===== config.mk =====
export PLATFORM = sky130hd
export DESIGN_NAME = program_loader
export DESIGN_NICKNAME = d
export VERILOG_FILES = /design/src/rtl/program_loader.sv
export SDC_FILE = /design/constraint.sdc
export NUM_CORES = 1
export LEC_CHECK = 0
export ABC_CLOCK_PERIOD_IN_PS = 2600
export CORE_ASPECT_RATIO = 0.9
export CORE_MARGIN = 5
export CORE_UTILIZATION = 55
export DETAILED_ROUTE_END_ITERATION = 12
export PLACE_DENSITY = 0.75
export SLEW_MARGIN = 10
export SYNTH_ARGS = -nofsm -noshare
export SYNTH_HDL_FRONTEND = slang
export SYNTH_SLANG_ARGS = --single-unit

===== constraint.sdc =====
create_clock -name clk -period 2.6 [get_ports clk]
set_clock_uncertainty 0.2 [all_clocks]
set_input_delay 0.52 -clock clk [delete_from_list [all_inputs] [get_ports clk]]
set_output_delay 0.52 -clock clk [all_outputs]
set_load 0.01 [all_outputs]

===== src/rtl/program_loader.sv =====
// Byte-stream program loader: parses SYNC/ADDR/LEN/DATA/CHK frames, writes DATA into memory
// and keeps the CPU in reset until a frame with a good checksum has been loaded.
module program_loader #(
  parameter int unsigned              ADDR_WIDTH = 16,
  parameter int unsigned              DATA_WIDTH = 8,
  parameter logic [DATA_WIDTH-1:0]    SYNC_BYTE  = 8'hA5,
  parameter bit                       CHECK_EN   = 1'b1
) (
  input  logic                  clk,
  input  logic                  reset,
  input  logic [DATA_WIDTH-1:0] rx_data,
  input  logic                  rx_valid,
  output logic                  rx_ready,
  input  logic                  mem_busy,
  output logic                  mem_we,
  output logic [ADDR_WIDTH-1:0] mem_addr,
  output logic [DATA_WIDTH-1:0] mem_wdata,
  output logic                  cpu_hold,
  output logic                  load_done,
  output logic                  load_error
);

  typedef enum logic [3:0] {
    S_IDLE,
    S_ADDR_HI,
    S_ADDR_LO,
    S_LEN_HI,
    S_LEN_LO,
    S_DATA,
    S_CHECK,
    S_DONE,
    S_ERROR
  } state_t;

  state_t                state;
  logic [ADDR_WIDTH-1:0] addr;
  logic [ADDR_WIDTH-1:0] remaining;
  logic [DATA_WIDTH-1:0] chk;
  logic                  accept;

  // Back-pressure follows the memory port directly so no byte is taken that cannot be written.
  assign rx_ready = reset && !mem_busy;
  assign accept   = rx_valid && rx_ready;

  always_ff @(posedge clk) begin
    if (!reset) begin
      state      <= S_IDLE;
      mem_we     <= 1'b0;
      mem_addr   <= '0;
      mem_wdata  <= '0;
      cpu_hold   <= 1'b1;
      load_done  <= 1'b0;
      load_error <= 1'b0;
      chk        <= '0;
      remaining  <= '0;
      addr       <= '0;
    end else begin
      mem_we <= 1'b0;
      if (accept) begin
        unique case (state)
          S_IDLE, S_DONE, S_ERROR: begin
            if (rx_data == SYNC_BYTE) begin
              state      <= S_ADDR_HI;
              cpu_hold   <= 1'b1;
              load_done  <= 1'b0;
              load_error <= 1'b0;
              chk        <= '0;
            end
          end
          S_ADDR_HI: begin
            addr[ADDR_WIDTH-1 -: DATA_WIDTH] <= rx_data;
            state <= S_ADDR_LO;
          end
          S_ADDR_LO: begin
            addr[DATA_WIDTH-1:0] <= rx_data;
            state <= S_LEN_HI;
          end
          S_LEN_HI: begin
            remaining[ADDR_WIDTH-1 -: DATA_WIDTH] <= rx_data;
            state <= S_LEN_LO;
          end
          S_LEN_LO: begin
            remaining[DATA_WIDTH-1:0] <= rx_data;
            state <= (remaining[ADDR_WIDTH-1 -: DATA_WIDTH] == '0 && rx_data == '0) ? S_CHECK : S_DATA;
          end
          S_DATA: begin
            // Address wraps naturally at the top of the space.
            mem_we    <= 1'b1;
            mem_addr  <= addr;
            mem_wdata <= rx_data;
            chk       <= chk ^ rx_data;
            addr      <= addr + ADDR_WIDTH'(1);
            remaining <= remaining - ADDR_WIDTH'(1);
            if (remaining == ADDR_WIDTH'(1)) state <= S_CHECK;
          end
          S_CHECK: begin
            if (!CHECK_EN || rx_data == chk) begin
              state     <= S_DONE;
              load_done <= 1'b1;
              cpu_hold  <= 1'b0;
            end else begin
              state      <= S_ERROR;
              load_error <= 1'b1;
            end
          end
          default: state <= S_IDLE;
        endcase
      end
    end
  end

endmodule


==> results.sh <==
export IMPL_p_per_area_nw_per_um2=482
export IMPL_met2_usage_pct=39.0
export IMPL_slew_viol_final=0
export IMPL_yosys_area_share_simple_pct=26.4
export IMPL_worstHoldStart="mem_wdata[0]$_SDFFE_PN0P_"
export IMPL_use_met3_pct=5.07
export IMPL_worstPathMaxFanout=3
export IMPL_dieArea_um2=8490
export IMPL_die_h_um=87.9
export IMPL_syn_avg_cell_area_um2=7.54
export IMPL_area_delta_synth_final_pct=22.3
export IMPL_synth_compound_area_share_pct=26.0
export IMPL_cts_resized_gates=0
export IMPL_gr_total_overflow=0
export IMPL_post_cts_setup_buffer_count=0
export IMPL_yosysSeqAreaShare_pct=38.9
export IMPL_drc_errors=0
export IMPL_synth_edf_count=0
export IMPL_fin_crit_sh_pct=95.0
export IMPL_grtUsageMet1_pct=35.7
export IMPL_synth_top_family_by_area="simple AND/OR/NAND/NOR gates"
export IMPL_clock_latency_ns=0.35
export IMPL_dp_cells=614
export IMPL_worst_pin_slew_ns=0.662
export IMPL_ys_types=64
export IMPL_final_cell_mix="nand2_1, dfxtp_1, a21oi_1, nor2_1, clkdlybuf4s50_1"
export IMPL_tns_ns=0
export IMPL_outcome="finished, final reports clean"
export IMPL_clock_path_buffers=2
export IMPL_p_leak_nw=1.63
export IMPL_cts_buffers=9
export IMPL_clock_sinks=72
export IMPL_hold_class="reg2reg"
export IMPL_cp_end_kind="register"
export IMPL_cts_tree="yes"
export IMPL_drv_cap=0
export IMPL_async_flop_share_pct=0
export IMPL_drtIter0Drc=314
export IMPL_fin_crit_ns=2.47
export IMPL_hold_viol_final=0
export IMPL_vias=3883
export IMPL_grt_use_total_pct=25.7
export IMPL_htreeDepth=3
export IMPL_rr_worst_depth=5
export IMPL_root_buffer="clkbuf_8"
export IMPL_drive_gt1_share_pct=10.4
export IMPL_synthAdderAreaFrac_pct=1.01
export IMPL_min_to="mem_wdata[0]$_SDFFE_PN0P_"
export IMPL_core_area_um2=6590
export IMPL_totalWireLength_um=10400
export IMPL_final_util_pct=68.9
export IMPL_wl_per_cell_um=16.5
export IMPL_synth_seq_cells=72
export IMPL_grt_max_degree=53
export IMPL_antenna_cells=0
export IMPL_start_util_pct=56.3
export IMPL_syn_cell_area_um2=3710
export IMPL_final_antenna_net_count=0
export IMPL_reg2reg_to="state[1]$_SDFFE_PN0P_"
export IMPL_first_pass_iters=5
export IMPL_ir_drop_mv=0.333
export IMPL_final_common_cell="nand2_1"
export IMPL_netlist_instances=492
export IMPL_rows=28
export IMPL_max_freq_mhz=405
export IMPL_syn_nets=507
export IMPL_whs_path_depth=2
export IMPL_arrival_ns=2.57
export IMPL_gp_congestion=0.953
export IMPL_hpwlAfterDp_um=6960
export IMPL_fin_hold_ws_ns=0.255
export IMPL_critical_path_class="in2reg"
export IMPL_timing_rr_start="remaining[9]$_SDFFE_PN0P_"
export IMPL_synthFlopType="dfxtp_1"
export IMPL_rsz0062_at_grt="false"
export IMPL_yosysWarnings=0
export IMPL_clkSlewWorstSetupHoldPaths_ns=0.08
export IMPL_layoutNonFillerInstCount=630
export IMPL_finalNetCount=550
export IMPL_viasPerCell=6.16
export IMPL_grt_pass1_vias=3418
export IMPL_port_buffers=40
export IMPL_io_pins=41
export IMPL_finalSetupViolations=0
export IMPL_r2r_setup_slack_ns=0.28
export IMPL_cp_required_ns=2.70
export IMPL_grt_pass1_wl_um=16900
export IMPL_muxShareOfSynthArea_pct=0.843
export IMPL_die_w_um=96.6
export IMPL_max_slew_margin_pct=55.6
export IMPL_grt_busiest_layer="met2"
export IMPL_holdBufCountCts=0
export IMPL_startpoint_type="input port"
export IMPL_synth_xor_area_share_pct=1.89
export IMPL_antenna_found_initial=0
-- layout make-up --
| class | count | area, um^2 |
|---|---|---|
| Multi-Input combinational cell | 374 | 2100 |
| Fill cell | 572 | 2050 |
| Timing Repair Buffer | 70 | 641 |
| Tap cell | 90 | 113 |
| Inverter | 8 | 30.0 |
| Clock inverter | 5 | 81.3 |
| Sequential cell | 72 | 1440 |
| Clock buffer | 11 | 131 |
-- worst max-delay path: stages --
cell and delay, ns:
clkdlybuf4s50_1 0.46, or4_4 0.55, or4_1 0.51, or3_1 0.32, nand3_1 0.09, a32o_2 0.12
-- cells in the mapped netlist (2+ instances only) --
master / number / area [um^2]
a211oi_1: 5 / 37.5
a211oi_2: 2 / 25.0
a21o_1: 3 / 22.5
a21oi_1: 60 / 300
a22oi_1: 3 / 22.5
a2bb2oi_1: 2 / 17.5
a311oi_1: 2 / 17.5
a31oi_1: 7 / 43.8
and2_1: 2 / 12.5
and3_1: 3 / 18.8
buf_2: 3 / 15.0
clkbuf_1: 33 / 124
dfxtp_1: 72 / 1440
ha_1: 3 / 37.5
inv_1: 6 / 22.5
mux2i_1: 2 / 20.0
nand2_1: 93 / 349
nand2b_1: 6 / 37.5
nand3_1: 10 / 50.1
nand3b_1: 9 / 67.6
nand4_1: 6 / 37.5
nor2_1: 43 / 161
nor3_1: 13 / 65.1
nor4_1: 2 / 12.5
nor4bb_1: 2 / 20.0
o211ai_1: 5 / 37.5
o21ai_0: 11 / 55.1
o21ai_1: 20 / 100
o221a_2: 3 / 33.8
o22ai_1: 3 / 18.8
o2bb2ai_1: 2 / 17.5
o311a_1: 2 / 20.0
o311ai_0: 2 / 17.5
o31ai_1: 8 / 60.1
o41ai_1: 2 / 17.5
or3_1: 5 / 31.3
or4_1: 4 / 30.0
xor2_1: 7 / 61.3
-- report_power, final --
group | switching, W | internal, W | total, W
clock network | 0.000433 | 0.000541 | 0.000974
registers | 0.000000136 | 0.00110 | 0.00110
logic | 0.0000665 | 0.0000435 | 0.000110
total | 0.000500 | 0.00169 | 0.00219
-- per-layer routing --
metal | wire, um | share of wire, %
met3 | 819 | 7.9
met4 | 254 | 2.4
met1 | 4550 | 44
met5 | 0 | 0
met2 | 4780 | 46
-- logic make-up (layout without fill, tap and decap cells) --
family,after synthesis,after routing
xor gates and xnor gates,8,8
buffers and inverters,46,94
and+or+nand+nor,207,207
DFF,72,72
muxes,3,3
adders and majority gates,3,3
AOI/OAI and AO/OA,153,153
-- worst max path at each step --
stage               start               endpoint  slack (ns)  cells after the start
4_1_cts             reset               rx_ready        0.07                      4
3_3_place_gp   rx_data[3]  state[1]$_SDFFE_PN0P_       -0.20                      6
2_1_floorplan  rx_data[3]  state[1]$_SDFFE_PN0P_        0.19                      6
6_report       rx_data[3]  state[1]$_SDFFE_PN0P_        0.13                      6
3_5_place_dp   rx_data[3]  state[1]$_SDFFE_PN0P_       -0.21                      6
5_1_grt        rx_data[3]    chk[3]$_SDFFE_PN0P_        0.08                      7
-- registers in the layout, summed over array words and instances, names as in the netlist --
name / flops
addr: 16
load_done: 1
chk: 8
mem_wdata: 8
remaining: 16
mem_we: 1
load_error: 1
cpu_hold: 1
mem_addr: 16
state: 4
-- per-stage QoR --
| step | worst slack, ns | total power, W | cell area, um^2 |
|---|---|---|---|
| after floorplan | 0.193 | 0.00118 | 3710 |
| after global placement | -0.197 | 0.00123 | 4320 |
| after detailed placement | -0.213 | 0.00124 | 4320 |
| after CTS | 0.0715 | 0.00220 | 4530 |
| after global routing | 0.0781 | 0.00226 | 4540 |
| final | 0.129 | 0.00219 | 4540 |
No activity file was read; power rests on OpenSTA's default activity.
